<file path="config.mk">
export PLATFORM = sky130hd
export DESIGN_NAME = pipelined_multiplier
export DESIGN_NICKNAME = d
export VERILOG_FILES = /design/src/rtl/mul_pkg.sv /design/src/rtl/multiplier_step.sv /design/src/rtl/pipelined_multiplier.sv
export SDC_FILE = /design/constraint.sdc
export NUM_CORES = 2
export LEC_CHECK = 0
export BUFFER_PORTS_ARGS = -buffer_cell sky130_fd_sc_hd__clkbuf_2
export CORE_UTILIZATION = 50
export CTS_CLUSTER_SIZE = 40
export DETAILED_ROUTE_END_ITERATION = 16
export GPL_ROUTABILITY_DRIVEN = 0
export PLACE_DENSITY = 0.75
export SLEW_MARGIN = 20
export SYNTH_ARGS = -nofsm -noshare
export SYNTH_HDL_FRONTEND = slang
export SYNTH_SLANG_ARGS = --single-unit
</file>
<file path="constraint.sdc">
create_clock -name clk_sys -period 16.8 [get_ports clk_sys]
set_input_delay 2.52 -clock clk_sys [delete_from_list [all_inputs] [get_ports clk_sys]]
set_output_delay 2.52 -clock clk_sys [all_outputs]
set_load 0.02 [all_outputs]
</file>
<file path="src/rtl/mul_pkg.sv">
// Shared definitions for the iterative multiplier.
//   OP_*      : type_i encodings
//   state_t   : controller states
//   is_signed : operation takes signed operands (SMULL/SMLAL)
//   is_long   : operation produces a 2*WIDTH result
//   is_acc    : operation adds the accumulator input(s)
package mul_pkg;

   localparam logic [2:0] OP_MUL   = 3'b000;
   localparam logic [2:0] OP_MLA   = 3'b001;
   localparam logic [2:0] OP_UMULL = 3'b100;
   localparam logic [2:0] OP_UMLAL = 3'b101;
   localparam logic [2:0] OP_SMULL = 3'b110;
   localparam logic [2:0] OP_SMLAL = 3'b111;

   typedef enum logic [1:0] {
      ST_IDLE,
      ST_RUN,
      ST_FINAL
   } state_t;

   function automatic logic is_signed(input logic [2:0] op);
      return (op == OP_SMULL) || (op == OP_SMLAL);
   endfunction

   function automatic logic is_long(input logic [2:0] op);
      return (op == OP_UMULL) || (op == OP_UMLAL) || is_signed(op);
   endfunction

   // 010/011 fall through as plain MUL, so they never accumulate.
   function automatic logic is_acc(input logic [2:0] op);
      return (op == OP_MLA) || (op == OP_UMLAL) || (op == OP_SMLAL);
   endfunction

endpackage

</file>
<file path="src/rtl/multiplier_step.sv">
// Combinational WIDTH x BITS_PER_CYCLE partial-product generator.
//   a  : multiplicand magnitude
//   b  : current multiplier chunk
//   pp : a * b, full width
module multiplier_step #(
   parameter int WIDTH          = 32,
   parameter int BITS_PER_CYCLE = 8
) (
   input  logic [WIDTH-1:0]                a,
   input  logic [BITS_PER_CYCLE-1:0]       b,
   output logic [WIDTH+BITS_PER_CYCLE-1:0] pp
);

   localparam int PW = WIDTH + BITS_PER_CYCLE;

   assign pp = PW'(a) * PW'(b);

endmodule

</file>
<file path="src/rtl/pipelined_multiplier.sv">
// Iterative multiplier for MUL/MLA/UMULL/UMLAL/SMULL/SMLAL, consuming
// BITS_PER_CYCLE multiplier bits per clock with a start/busy/done handshake.
//   clk_sys, reset     : clock, synchronous active-high reset
//   start_i, type_i    : request and operation type (sampled in IDLE only)
//   a_i, b_i           : multiplicand, multiplier
//   c_i, d_i           : accumulator ({c_i,d_i} for long types, c_i for MLA)
//   busy_o             : operation in flight
//   done_o             : one-cycle pulse, result_o/n_o/z_o valid
//   result_o, n_o, z_o : result and flags, held until next done_o or reset
//
// state    | meaning
// ---------+-------------------------------------------------------
// ST_IDLE  | waiting for start_i; operands latched on acceptance
// ST_RUN   | one multiplier chunk accumulated per cycle
// ST_FINAL | sign fix-up, accumulate, truncate, register result
module pipelined_multiplier
   import mul_pkg::*;
#(
   parameter int WIDTH          = 32,
   parameter int BITS_PER_CYCLE = 8,
   parameter bit EARLY_TERM     = 1'b0
) (
   input  logic               clk_sys,
   input  logic               reset,
   input  logic               start_i,
   input  logic [2:0]         type_i,
   input  logic [WIDTH-1:0]   a_i,
   input  logic [WIDTH-1:0]   b_i,
   input  logic [WIDTH-1:0]   c_i,
   input  logic [WIDTH-1:0]   d_i,
   output logic               busy_o,
   output logic               done_o,
   output logic [2*WIDTH-1:0] result_o,
   output logic               n_o,
   output logic               z_o
);

   localparam int STEPS = WIDTH / BITS_PER_CYCLE;
   localparam int CNT_W = $clog2(STEPS + 1);
   localparam int RW    = 2 * WIDTH;
   localparam logic [CNT_W-1:0] STEPS_C = CNT_W'(STEPS);
   localparam logic [CNT_W-1:0] ONE_C   = CNT_W'(1);

   state_t                          state, state_nxt;
   logic [2:0]                      op_q;
   logic                            sign_q;
   logic [WIDTH-1:0]                mag_a_q, mag_b_q, acc_hi_q, acc_lo_q;
   logic [RW-1:0]                   prod_q;
   logic [CNT_W-1:0]                count_q;

   logic                            sign_in;
   logic [WIDTH-1:0]                mag_a_in, mag_b_in, mag_b_shift;
   logic [CNT_W-1:0]                chunk_idx;
   logic [WIDTH+BITS_PER_CYCLE-1:0] pp;
   logic [RW-1:0]                   pp_shifted;
   logic                            last_step;
   logic [RW-1:0]                   r_signed, r_acc, r_sum, r_final;

   // Magnitudes are taken up front so the datapath is purely unsigned;
   // 2^(W-1) is representable unsigned, so the most-negative value is safe.
   assign sign_in  = is_signed(type_i) & (a_i[WIDTH-1] ^ b_i[WIDTH-1]);
   assign mag_a_in = (is_signed(type_i) && a_i[WIDTH-1]) ? -a_i : a_i;
   assign mag_b_in = (is_signed(type_i) && b_i[WIDTH-1]) ? -b_i : b_i;

   multiplier_step #(
      .WIDTH          (WIDTH),
      .BITS_PER_CYCLE (BITS_PER_CYCLE)
   ) u_step (
      .a  (mag_a_q),
      .b  (mag_b_q[BITS_PER_CYCLE-1:0]),
      .pp (pp)
   );

   assign chunk_idx   = STEPS_C - count_q;
   assign pp_shifted  = RW'(pp) << (int'(chunk_idx) * BITS_PER_CYCLE);
   assign mag_b_shift = mag_b_q >> BITS_PER_CYCLE;
   assign last_step   = (count_q == ONE_C) || (EARLY_TERM && (mag_b_shift == '0));

   assign r_signed = sign_q ? -prod_q : prod_q;
   assign r_acc    = is_long(op_q) ? {acc_hi_q, acc_lo_q} : {{WIDTH{1'b0}}, acc_hi_q};
   assign r_sum    = r_signed + (is_acc(op_q) ? r_acc : '0);
   assign r_final  = is_long(op_q) ? r_sum : {{WIDTH{1'b0}}, r_sum[WIDTH-1:0]};

   assign busy_o = (state != ST_IDLE);

   always_ff @(posedge clk_sys) begin
      if (reset) state <= ST_IDLE;
      else       state <= state_nxt;
   end

   always_comb begin
      state_nxt = state;
      case (state)
         ST_IDLE:  if (start_i) state_nxt = ST_RUN;
         ST_RUN:   if (last_step) state_nxt = ST_FINAL;
         ST_FINAL: state_nxt = ST_IDLE;
         default:  state_nxt = ST_IDLE;
      endcase
   end

   always_ff @(posedge clk_sys) begin
      if (reset) begin
         op_q     <= '0;
         sign_q   <= 1'b0;
         mag_a_q  <= '0;
         mag_b_q  <= '0;
         acc_hi_q <= '0;
         acc_lo_q <= '0;
         prod_q   <= '0;
         count_q  <= '0;
         done_o   <= 1'b0;
         result_o <= '0;
         n_o      <= 1'b0;
         z_o      <= 1'b0;
      end else begin
         done_o <= 1'b0;
         case (state)
            ST_IDLE: begin
               if (start_i) begin
                  op_q     <= type_i;
                  sign_q   <= sign_in;
                  mag_a_q  <= mag_a_in;
                  mag_b_q  <= mag_b_in;
                  acc_hi_q <= c_i;
                  acc_lo_q <= d_i;
                  prod_q   <= '0;
                  count_q  <= STEPS_C;
               end
            end
            ST_RUN: begin
               prod_q  <= prod_q + pp_shifted;
               mag_b_q <= mag_b_shift;
               count_q <= count_q - ONE_C;
            end
            ST_FINAL: begin
               result_o <= r_final;
               n_o      <= is_long(op_q) ? r_final[RW-1] : r_final[WIDTH-1];
               z_o      <= (r_final == '0);
               done_o   <= 1'b1;
            end
            default: ;
         endcase
      end
   end

endmodule
</file>
-- Word-level counts from Yosys, hierarchy flattened
Cells that the tools add are included.
- register bits after elaboration: 268
- latch bits: 0
- RAM bits: 0
- memory bits (read-only): 0
- memories kept: 0
- $add $sub $neg: 7
- multipliers: 1
- divide/modulo/power cells: 0
- magnitude comparators: 0
- equality and inequality tests: 12
- shift-type cells: 1
- muxes and demuxes: 17
- bitwise gates (word level): 2
- reduce and logical (&&, ||, !) cells: 15
- operators by type and width (kind ; count):
    $mux W64 ; 5
    $add A64 B64 Y64 ; 2
    $pmux W64 S2 ; 1
    $mux W32 ; 3
    $logic_not A64 Y1 ; 1
    $neg A32 Y32 ; 2
    $neg A64 Y64 ; 1
    $pmux W32 S2 ; 1
    $shl A40 B6 Y64 ; 1
    $mul A32 B8 Y40 ; 1
    $eq A3 B3 Y1 const B ; 6
    $eq A3 B1 Y1 const B ; 2
    $logic_or A1 B1 Y1 ; 6
    $pmux W3 S2 ; 1
    $reduce_and A2 Y1 ; 3
    $mux W2 ; 2
    $ne A2 B2 Y1 const B ; 2
    $pmux W2 S2 ; 1
    $reduce_bool A2 Y1 ; 2
    $mux W3 ; 1
    $sub A3 B1 Y3 const B ; 1
    $sub A3 B3 Y3 const A ; 1
    $eq A2 B1 Y1 const B ; 1
    $eq A2 B2 Y1 const B ; 1
    5 further kinds ; 7

-- Depth between registers and ports, before layout
- word-level depth: 8
- depth in mapped cells: 38

-- Modules after synthesis
From an unflattened synthesis, not the netlist that was laid out.
- cells, all modules: 4116
- area total of the unflattened synthesis: 30509.3 µm²
- modules (own cells, without submodules) (module ; times used ; cells an instance ; area each (µm²) ; sequential area each (µm²)):
    pipelined_multiplier ; 1 ; 3148 ; 22322.7 ; 5365.1
    multiplier_step ; 1 ; 968 ; 8186.6 ; 0.0

-- Worst setup path before layout
No wires, ideal clock.
- kind: reg-to-reg
- start point: register mag_b_q[7]
- end point: register prod_q[63]
- library setup time: 123 ps
- arrival: 7723 ps
- data required time: 16677 ps
- slack: 8953 ps
- stages on the path, launching flop included: 37
- period minus slack after synthesis: 7847 ps
- cell sequence: dfxtp_1 > clkbuf_1 > nand2_1 > fa_1 > fa_1 > inv_1 > fa_1 > inv_1 > fa_1 > inv_1 > ha_1 > o21ai_0 > a21boi_0 > o21ai_0 > o21a_1 > or2_2 > o31ai_1 > a221o_1 > a21oi_1 > xnor2_1 > nor2_1 > a211oi_1 > o32ai_1 > ha_1 > clkbuf_1 > nand2_1 > nor3_1 > a221oi_1 > o21ai_0 > nand3b_1 > nor2_1 > o21bai_1 > a21o_1 > a221o_1 > xor2_1 > a21oi_1 > o22ai_1
- cells in the longest elaborated chain, start to end: 4
- ends and longest elaborated chain (element ; line ; text):
    start: declaration ; pipelined_multiplier.sv:47 ; logic [WIDTH-1:0] mag_a_q, mag_b_q, acc_hi_q, acc_lo_q;
    start signal: assignment ; pipelined_multiplier.sv:123 ; mag_b_q <= mag_b_in;
    start signal: assignment ; pipelined_multiplier.sv:132 ; mag_b_q <= mag_b_shift;
    $mul A32 B8 Y40 ; multiplier_step.sv:16 ; assign pp = PW'(a) * PW'(b);
    $shl A40 B6 Y64 ; pipelined_multiplier.sv:75 ; assign pp_shifted = RW'(pp) << (int'(chunk_idx) * BITS_PER_CYCLE);
    $add A64 B64 Y64 ; pipelined_multiplier.sv:131 ; prod_q <= prod_q + pp_shifted;
    $pmux W64 S2 ; pipelined_multiplier.sv:117 ; case (state)
    end signal: assignment ; pipelined_multiplier.sv:131 ;
    end: declaration ; pipelined_multiplier.sv:48 ; logic [RW-1:0] prod_q;
Every way passes these cells.
A chain may end at the register's enable or synchronous reset.

-- Final worst setup path
- start point: register mag_b_q[6]
- end point: register prod_q[61]
Same word-level chain as after synthesis.

==> impl_metrics.env <==
export IMPL_grt_remaining_overflow=0
export IMPL_yosysWarningCount=0
export IMPL_grt_pass1_vias=26100
export IMPL_crit_arrival_ps=9810
export IMPL_drt_pass1_iterations=6
export IMPL_cts_tree="yes"
export IMPL_final_antenna_net_count=0
export IMPL_timing_critical_path_to_type="flip-flop"
export IMPL_fmaxAchievable_mhz=107
export IMPL_crit_path_max_incr_delay_ps=1060
export IMPL_layout_area_overhead_vs_synth_pct=8.12
export IMPL_final_min_period_over_clock_period_pct=55.8
export IMPL_async_flop_share_pct=0
export IMPL_cts_sinks=268
export IMPL_clock_latency_late_sink_ps=620
export IMPL_post_synth_instance_area_um2=29100
export IMPL_detail_route_wirelength_mm=86.5
export IMPL_yosys_area_top_type="sky130_fd_sc_hd__dfxtp_1"
export IMPL_final_net_count=4420
export IMPL_placeableCoreArea_um2=57700
export IMPL_leakage_power_summed_over_all_cells_nw=14.3
export IMPL_num_rows=88
export IMPL_first_pass_grt_wire_length_mm=137
export IMPL_run_status="finished clean"
export IMPL_synth_avg_cell_area_um2=7.54
export IMPL_initial_antenna_violation_count=1
export IMPL_max_cap_violations=0
export IMPL_placedCellCount=4642
export IMPL_relSlewSlack_pct=25.1
export IMPL_post_route_util_pct=54.6
export IMPL_report_final_hold_viol_count=0
export IMPL_rsz0062_at_grt="no"
export IMPL_synth_fp_nets=4379
export IMPL_initial_core_util_pct=50.5
export IMPL_worstSetupPathType="flip-flop to flip-flop"
export IMPL_detailroute_via_count=28100
export IMPL_worst_clock_skew_ps=53.3
export IMPL_n_antenna_cell=0
export IMPL_synthFlopType="sky130_fd_sc_hd__dfxtp_1"
export IMPL_hpwlAfterDp_mm=67.7
export IMPL_post_synth_main_area_contributors="sky130_fd_sc_hd__dfxtp_1, sky130_fd_sc_hd__fa_1, sky130_fd_sc_hd__ha_1"
export IMPL_slew_viol_final=0
export IMPL_layout_drive_gt1_share_pct=8.14
export IMPL_clkSlewWorstSetupHoldPaths_ps=60
export IMPL_dieWidth_um=243
export IMPL_detail_route_vias_per_cell=5.98
export IMPL_numPortBuffers=201
export IMPL_drt_iter0_drc=2865
export IMPL_synth_edf_count=0
export IMPL_synth_yosys_seq_area_share_pct=18.4
export IMPL_synth_cells=3867
export IMPL_drc_errors=0
export IMPL_postCtsResizedCells=0
export IMPL_p_per_area_nw_per_um2=70.1
export IMPL_grt_start_max_net_pins=84
export IMPL_design_die_area_um2=59300
export IMPL_critPathRequiredTime_ps=17230
export IMPL_buffers_inserted_by_post_cts_timing_repair=0
export IMPL_finalSetupViolations=0
export IMPL_grt_use_total_pct=28.1
export IMPL_worst_slew_pin_transition_ps=1120
export IMPL_totalNegativeSetupSlack_ps=0
export IMPL_dieHeight_um=243
export IMPL_instances_no_fill=4695
export IMPL_fin_crit_ps=9380
export IMPL_boundaryPins=202
export IMPL_critPathLaunchType="flip-flop"
export IMPL_timing_critical_path_fanout_max=33
export IMPL_synth_top_area_share_pct=18.4
export IMPL_cts_root_buf="sky130_fd_sc_hd__clkbuf_16"
export IMPL_cts_inserted_buffers=29
export IMPL_post_cts_hold_buffer_count=0
export IMPL_synth_ff_latch_count=268
export IMPL_clk_path_buf_depth=3
export IMPL_cpMaxStageDelayCell="sky130_fd_sc_hd__dfxtp_1"
export IMPL_min_delay_path_class="flip-flop to flip-flop"
export IMPL_drt_wirelength_per_cell_um=18.4
export IMPL_vdd_drop_max_v=0.0000806
export IMPL_layout_filler_cells=5499
export IMPL_synth_cell_types=73
export IMPL_h_tree_depth=1
## final cells by class
cell class	instances	area (µm²)	share of cell area, %
tap	765	957	3.04
clock buffer	39	823	2.61
inverter	244	916	2.91
timing repair buffer	229	1220	3.88
clock inverter	14	141	0.449
multi-input combinational	3136	22100	70.1
sequential	268	5370	17.0
## critical path: cells and delay by family, from the launching register on
kind / cells / cell delay [ps]
compound gates: 14 / 3170
buf+inv: 3 / 140
mux: 1 / 160
simple gates: 8 / 1370
xor+xnor: 2 / 420
fa+ha+maj: 6 / 2910
flops: 1 / 1060
## metrics by stage
step           setup WS (ps)  cell area (µm²)  total power (W)  hold WS [ps]
6_report                7420            31500          0.00221           455
3_5_place_dp            7690            30500          0.00154           447
5_1_grt                 7020            31500          0.00232           471
2_1_floorplan           8950            29100          0.00131           436
4_1_cts                 7640            31500          0.00220           456
3_3_place_gp            7800            30500          0.00153           443
## state kept, by name (all words and copies together), names as in the netlist, 2 cells and up
name,flops
mag_a_q,32
prod_q,64
acc_lo_q,32
state,2
count_q,3
mag_b_q,32
result_o,64
op_q,3
acc_hi_q,32
## Yosys cell counts (47+ instances only)
cell type                  number
sky130_fd_sc_hd__a211oi_1      51
sky130_fd_sc_hd__a21o_1        87
sky130_fd_sc_hd__a21oi_1      414
sky130_fd_sc_hd__and2_1       225
sky130_fd_sc_hd__and3_1        58
sky130_fd_sc_hd__clkbuf_1     208
sky130_fd_sc_hd__dfxtp_1      268
sky130_fd_sc_hd__fa_1         182
sky130_fd_sc_hd__ha_1         196
sky130_fd_sc_hd__inv_1        243
sky130_fd_sc_hd__mux2i_1       55
sky130_fd_sc_hd__nand2_1      550
sky130_fd_sc_hd__nand3_1       97
sky130_fd_sc_hd__nand4_1       47
sky130_fd_sc_hd__nor2_1       265
sky130_fd_sc_hd__nor3_1        47
sky130_fd_sc_hd__o21ai_0      160
sky130_fd_sc_hd__xnor2_1      153
sky130_fd_sc_hd__xor2_1       104
## per-layer routing
| layer | vias to the layer above | track usage [%] | part of all wire, % |
|---|---|---|---|
| met3 | 187 | 3.71 | 7.7 |
| li1 | 13500 | - | - |
| met2 | 1199 | 45.5 | 45 |
| met5 | - | 0 | 0 |
| met1 | 13200 | 38.1 | 44 |
| met4 | 0 | 10.5 | 4.0 |
## cell families after synthesis
group / count (synthesis) / share of synthesized area [%]
simple gates: 1433 / 23.5
compound gates: 1005 / 21.3
buf+inv: 463 / 5.98
fa+ha+maj: 378 / 20.9
flops: 268 / 18.4
xor+xnor: 257 / 7.72
mux: 63 / 2.20
## worst paths after layout
kind	from	end	slack, ps	cells past startpoint
worst max-delay path	mag_b_q[6]	prod_q[61]	7420	34
worst min-delay path	result_o[18]	result_o[18]	460	2
worst max register to register	mag_b_q[6]	prod_q[61]	7420	34
worst min register to register	result_o[18]	result_o[18]	460	2
## where the power goes
part           leakage (nW)  internal, W  switching [W]
Combinational          11.7     0.000288       0.000537
Clock                 0.453     0.000363       0.000291
Sequential             2.19     0.000671      0.0000584
Total                  14.3      0.00132       0.000887
## cells in the final DEF (no fill, tap or decap), types with 22 or more instances in the layout
cell type,instances
sky130_fd_sc_hd__a211oi_1,51
sky130_fd_sc_hd__a21o_1,87
sky130_fd_sc_hd__a21oi_1,414
sky130_fd_sc_hd__a22oi_1,33
sky130_fd_sc_hd__a31oi_1,25
sky130_fd_sc_hd__and2_1,224
sky130_fd_sc_hd__and3_1,58
sky130_fd_sc_hd__buf_4,28
sky130_fd_sc_hd__clkbuf_16,29
sky130_fd_sc_hd__clkbuf_2,200
sky130_fd_sc_hd__dfxtp_1,266
sky130_fd_sc_hd__fa_1,182
sky130_fd_sc_hd__ha_1,196
sky130_fd_sc_hd__inv_1,243
sky130_fd_sc_hd__mux2i_1,55
sky130_fd_sc_hd__nand2_1,549
sky130_fd_sc_hd__nand3_1,97
sky130_fd_sc_hd__nand4_1,47
sky130_fd_sc_hd__nor2_1,264
sky130_fd_sc_hd__nor3_1,46
sky130_fd_sc_hd__o21a_1,22
sky130_fd_sc_hd__o21ai_0,160
sky130_fd_sc_hd__o21bai_1,29
sky130_fd_sc_hd__o31ai_1,44
sky130_fd_sc_hd__or3_1,38
sky130_fd_sc_hd__xnor2_1,152
sky130_fd_sc_hd__xor2_1,104
No activity file was read; power rests on OpenSTA's default activity.
